File: config.mk
export PLATFORM = sky130hd
export DESIGN_NAME = arith_seq_ctrl
export DESIGN_NICKNAME = d
export VERILOG_FILES = /design/src/rtl/arith_seq_ctrl.sv
export SDC_FILE = /design/constraint.sdc
export NUM_CORES = 1
export LEC_CHECK = 0
export BUFFER_PORTS_ARGS = -buffer_cell sky130_fd_sc_hd__buf_2
export CAP_MARGIN = 10
export CORE_MARGIN = 2
export CORE_UTILIZATION = 47
export CTS_CLUSTER_SIZE = 12
export DETAILED_ROUTE_END_ITERATION = 8
export HOLD_SLACK_MARGIN = 0.1
export PLACE_DENSITY = 0.74
export REMOVE_ABC_BUFFERS = 1
export SLEW_MARGIN = 30
export SYNTH_ARGS = -nofsm -noshare
export SYNTH_HDL_FRONTEND = slang
export SYNTH_SLANG_ARGS = --single-unit
File: constraint.sdc
create_clock -name clk -period 1.7 [get_ports clk]
set_input_delay 0.17 -clock clk [delete_from_list [all_inputs] [get_ports clk]]
set_output_delay 0.17 -clock clk [all_outputs]
set_load 0.1 [all_outputs]
File: src/rtl/arith_seq_ctrl.sv
// Amplitude-path sequencer: one multi-cycle FP core time-shared for divide, gain multiply, convert.
// Define ARITH_SEQ_PENDING_EN to add a one-deep pending sample buffer.
module arith_seq_ctrl #(
  parameter int unsigned TIMEOUT_CYC = 1024,
  parameter logic [7:0]  OP_DIV      = 8'd7,
  parameter logic [7:0]  OP_MUL      = 8'd4,
  parameter logic [7:0]  OP_CNV      = 8'd1,
  parameter logic [31:0] KU_RESET    = 32'h3F80_0000
) (
  input  logic               clk,
  input  logic               reset_l,
  input  logic               clk_en,
  input  logic               sample_valid,
  input  logic [31:0]        i,
  input  logic [31:0]        q,
  input  logic               wr_en,
  input  logic [2:0]         address,
  input  logic [31:0]        data,
  output logic               core_start,
  output logic [7:0]         core_n,
  output logic [31:0]        core_dataa,
  output logic [31:0]        core_datab,
  input  logic               core_done,
  input  logic [31:0]        core_result,
  output logic signed [31:0] signal_o,
  output logic               valid,
  output logic               busy,
  output logic               overrun,
  output logic               timeout_err
);

  // state  | meaning
  // IDLE   | no sample in flight
  // *_ISS  | one-cycle core_start with step operands
  // *_WAIT | wait core_done or timer terminal count
  // OUT    | publish converted result
  typedef enum logic [2:0] {
    IDLE, DIV_ISS, DIV_WAIT, MUL_ISS, MUL_WAIT, CNV_ISS, CNV_WAIT, OUT
  } state_t;

  localparam int unsigned   TW       = $clog2(TIMEOUT_CYC + 1);
  localparam logic [TW-1:0] TMR_LOAD = TW'(TIMEOUT_CYC - 1);

  state_t        state;
  logic [TW-1:0] tmr;
  logic [31:0]   ku, ku_lat, cnv_res;
  logic          start_r;
  logic          in_wait, take_new, take_pend, start_any, ovr_set, tmo_set;
  logic [31:0]   nxt_i, nxt_q, nxt_ku;

  assign busy       = (state != IDLE);
  assign core_start = start_r & clk_en;
  assign in_wait    = (state == DIV_WAIT) || (state == MUL_WAIT) || (state == CNV_WAIT);
  assign tmo_set    = clk_en && in_wait && !core_done && (tmr == '0);
  assign start_any  = take_new || take_pend;

`ifdef ARITH_SEQ_PENDING_EN
  logic        pend_full, can_start, pend_load;
  logic [31:0] pend_i, pend_q, pend_ku;

  // OUT can hand straight over to the next sample, so it counts as a start point.
  assign can_start = (state == IDLE) || (state == OUT);
  assign take_pend = clk_en && can_start && pend_full;
  assign take_new  = clk_en && sample_valid && can_start && !pend_full;
  assign pend_load = clk_en && sample_valid && ((!can_start && !pend_full) || take_pend);
  assign ovr_set   = clk_en && sample_valid && !can_start && pend_full;
  assign nxt_i     = pend_full ? pend_i  : i;
  assign nxt_q     = pend_full ? pend_q  : q;
  assign nxt_ku    = pend_full ? pend_ku : ku;

  always_ff @(posedge clk or negedge reset_l) begin
    if (!reset_l) begin
      pend_full <= 1'b0;
      pend_i    <= '0;
      pend_q    <= '0;
      pend_ku   <= '0;
    end else if (pend_load) begin
      pend_full <= 1'b1;
      pend_i    <= i;
      pend_q    <= q;
      pend_ku   <= ku;
    end else if (take_pend) begin
      pend_full <= 1'b0;
    end
  end
`else
  assign take_pend = 1'b0;
  assign take_new  = clk_en && sample_valid && (state == IDLE);
  assign ovr_set   = clk_en && sample_valid && (state != IDLE);
  assign nxt_i     = i;
  assign nxt_q     = q;
  assign nxt_ku    = ku;
`endif

  // Event set beats a simultaneous software clear.
  always_ff @(posedge clk or negedge reset_l) begin
    if (!reset_l) begin
      ku          <= KU_RESET;
      overrun     <= 1'b0;
      timeout_err <= 1'b0;
    end else begin
      if (wr_en && address == 3'd0) ku <= data;
      if (ovr_set) overrun <= 1'b1;
      else if (wr_en && address == 3'd1 && data[0]) overrun <= 1'b0;
      if (tmo_set) timeout_err <= 1'b1;
      else if (wr_en && address == 3'd1 && data[1]) timeout_err <= 1'b0;
    end
  end

  always_ff @(posedge clk or negedge reset_l) begin
    if (!reset_l) begin
      state      <= IDLE;
      tmr        <= '0;
      start_r    <= 1'b0;
      core_n     <= OP_DIV;
      core_dataa <= '0;
      core_datab <= '0;
      ku_lat     <= '0;
      cnv_res    <= '0;
      signal_o   <= '0;
      valid      <= 1'b0;
    end else begin
      valid <= 1'b0;
      if (clk_en) begin
        start_r <= 1'b0;
        case (state)
          IDLE, OUT: begin
            if (state == OUT) begin
              valid    <= 1'b1;
              signal_o <= (cnv_res == 32'h7FFF_FFFF || cnv_res == 32'h8000_0000) ? '0 : cnv_res;
            end
            if (start_any) begin
              state      <= DIV_ISS;
              start_r    <= 1'b1;
              core_n     <= OP_DIV;
              core_dataa <= nxt_i;
              core_datab <= nxt_q;
              ku_lat     <= nxt_ku;
            end else begin
              state  <= IDLE;
              core_n <= OP_DIV;
            end
          end
          DIV_ISS: begin tmr <= TMR_LOAD; state <= DIV_WAIT; end
          MUL_ISS: begin tmr <= TMR_LOAD; state <= MUL_WAIT; end
          CNV_ISS: begin tmr <= TMR_LOAD; state <= CNV_WAIT; end
          DIV_WAIT, MUL_WAIT, CNV_WAIT: begin
            if (core_done) begin
              if (state == DIV_WAIT) begin
                state      <= MUL_ISS;
                start_r    <= 1'b1;
                core_n     <= OP_MUL;
                core_dataa <= core_result;
                core_datab <= ku_lat;
              end else if (state == MUL_WAIT) begin
                state      <= CNV_ISS;
                start_r    <= 1'b1;
                core_n     <= OP_CNV;
                core_dataa <= core_result;
                core_datab <= '0;
              end else begin
                state   <= OUT;
                cnv_res <= core_result;
              end
            end else if (tmo_set) begin
              state  <= IDLE;
              core_n <= OP_DIV;
            end else begin
              tmr <= tmr - 1'b1;
            end
          end
          default: state <= IDLE;
        endcase
      end
    end
  end

endmodule

==> run metrics <==
port bufs 240; syn avg cell area 12.5 um^2; Starting Density 0.481; dpl hpwl 16.1 mm; Critical path origin tmr[7]; Tot Pwr 30.8 mW; Top FF cell, synth dfrtp_1; Data required, critical path 2.10 ns; CP Max Fanout 3; Worst setup SP type register; hold crit path type primary input to register; Slew Limit Headroom 0.655; root buf cell clkbuf_16; Inst Count DP 1242; Num Clock Sinks 213; crit path capture type register; TritonCTS buffer count 23; VDD IR max 2.03 mV; DR DRC count 0; Vias/cell 5.73; Pleak 6.67 nW; Ys Warns 0; 1st-iter DRT viols 443; final hold violations 0; die extent in x 143 um; largest net degree at the start of global routing 50; number of global-route vias before repair 8183; wire length per cell 22.8 um; Final ANT Viol Nets 0; Seq/Total Area, Yosys 0.589; Tcrit/Tclk final 1.16; CTS Buffer Depth 3; status finished, violations left; PwrDens 2200 mW/mm^2; async set-reset flop share out of synthesis 1.00; minimum clock period 1.98 ns; Post-synth EDFFs 0; final net count 1317; Storage cell area 0.00535 mm^2; top-count cell post-synth dfrtp_1; clock-pin slew on the worst setup and hold paths 0.06 ns; overall global routing resource usage 0.264; area grow syn2layout 54.7%; Die H 143 um; failing checks negative setup slack; Worst EP arrival 2.38 ns; Fillers 1116; synthesized area 0.00907 mm^2; Synth Register Bits 213; unrepaired setup endpoints after global routing true; core region area 0.0188 mm^2; synth unique cells 60; IO Count 246; Synth top cells by count dfrtp_1 (203), mux2_2 (96), nand2_1 (79), o21ai_0 (68), mux2i_1 (34); Placer Congestion 0.888; Least-Margin Pin Slew 0.521 ns; initial antenna violation count 0; endpoints failing setup 103; CP max stage cell nor4_1; Max H-tree Level 1; final worst setup slack -0.278 ns; crit path cell chain nor4_1 -> a41oi_2 -> buf_4 -> buf_6 -> o211ai_1 -> xor2_1 -> nor2_1; first-pass GRT wire length 42.6 mm; Max Transition Viols Final 0; total gr overflow 0; layout cell share with drive strength beyond 1 0.464; final core utilization 0.745; Synth Instances 726; final cell count without fillers 1453; critical path class register to register; largest area contributor in the netlist dfrtp_1; Post-DP Area 0.0110 mm^2; DIE AREA 0.0204 mm^2; Top Family by Delay on Critical Path compound AO/OA/AOI/OAI gates; sum of buffers and inverters on the critical path 2; top cells by area, synth dfrtp_1 (56%), mux2_2 (12%), mux2i_1 (3.8%); Worst Hold Launch clk_en; worst reg2reg path startpoint tmr[7]; final WL 33.1 mm; slowest stage delay, CP 0.41 ns; Design Area, Final 0.0140 mm^2; clk_lat worst skew 0.52 ns; Multi-input gate area 0.00384 mm^2; via count 8329; Clock Skew 0.0190 ns; Max Cap Viol 0; FMAX 506 MHz; Yosys top cell area share 0.560; Initial DRT Pass Iterations 5; TritonCTS clock tree built; row count 50
## layout by cell type (no fill, tap or decap), types with 6 or more instances in the layout
cell / instances
buf_2: 238
dfrtp_1: 201
dlygate4sd3_1: 134
mux2_2: 64
nand2_1: 63
buf_4: 53
o21ai_1: 37
clkbuf_16: 34
a22o_1: 33
a22oi_1: 32
mux2_4: 32
mux2i_1: 31
o21ai_0: 24
buf_6: 20
buf_12: 16
o21ai_2: 12
nand4_1: 11
nand2_2: 11
dfstp_2: 10
nor2_1: 9
clkbuf_1: 7
nor4_2: 6
nand2_4: 6
## tightest hold or removal path, cell delays in order
cell and delay, ns:
buf_2 0.18, and3_1 0.17, a21o_2 0.08
## per-stage QoR
step / hold slack [ns] / worst slack (ns) / TNS (ns)
3_5_place_dp: 0.167 / -0.115 / -3.37
3_3_place_gp: 0.170 / -0.103 / -3.10
6_report: 0.134 / -0.278 / -7.65
2_1_floorplan: -0.126 / -4.65 / -451.62
5_1_grt: 0.135 / -0.334 / -17.99
4_1_cts: 0.108 / -0.0909 / -3.31
## final cells by class
cell class                      count  area share
Sequential cell                   213       0.381
Antenna cell                        2    0.000357
Clock buffer                       34      0.0468
Clock inverter                      4     0.00214
Inverter                            7     0.00187
Tap cell                          260      0.0232
Multi-Input combinational cell    459       0.274
Timing Repair Buffer              474       0.270
## worst paths after layout
path / endpoint / cells past startpoint / slack (ns)
max: tmr[10] / 7 / -0.28
min: state[1] / 3 / 0.13
max reg2reg: tmr[10] / 7 / -0.28
min reg2reg: core_datab[1] / 2 / 0.48
max in group asynchronous: ku_lat[7] / 3 / 0.87
min in group asynchronous: core_dataa[3] / 2 / 0.20
## sequential cells by signal, summed over array words and instances, names as in the netlist
| signal | flops |
|---|---|
| state | 3 |
| ku_lat | 32 |
| tmr | 11 |
| timeout_err | 1 |
| core_n | 3 |
| ku | 32 |
| overrun | 1 |
| start_r | 1 |
| signal_o | 32 |
| valid | 1 |
| core_datab | 32 |
| cnv_res | 32 |
| core_dataa | 32 |
## power breakdown
part           total, mW  leakage, nW  internal (mW)  switching, mW
combinational       17.3         3.72           4.94           12.3
clock               4.75        0.334           2.67           2.09
sequential          8.82         2.62           7.17           1.65
total               30.8         6.67           14.8           16.1
## layer usage
layer | GRT usage | up-vias | wire [um]
met5 | 0 | - | 0
met4 | 0.100 | 0 | 1640
met3 | 0.0563 | 124 | 2790
met2 | 0.466 | 508 | 16800
met1 | 0.319 | 4159 | 11800
li1 | - | 3538 | -
## what timing repair did
action                                  4_1_cts  5_1_grt
gates cloned                                  0       20
gates resized for setup                      18      147
hold endpoints to repair                    337        0
buffers inserted                              5       12
pin swaps                                    11       25
hold buffers                                134        0
endpoints found under the setup margin       82      160
## cells by family after synthesis
group,Yosys count,synth area share
AOI/OAI and AO/OA,168,0.124
muxes,130,0.157
DFF,213,0.589
adders and majority gates,2,0.00276
xor gates and xnor gates,4,0.00386
and+or+nand+nor,147,0.0810
other,1,0.000414
buffers and inverters,61,0.0420
(Power assumes the default switching activity.)
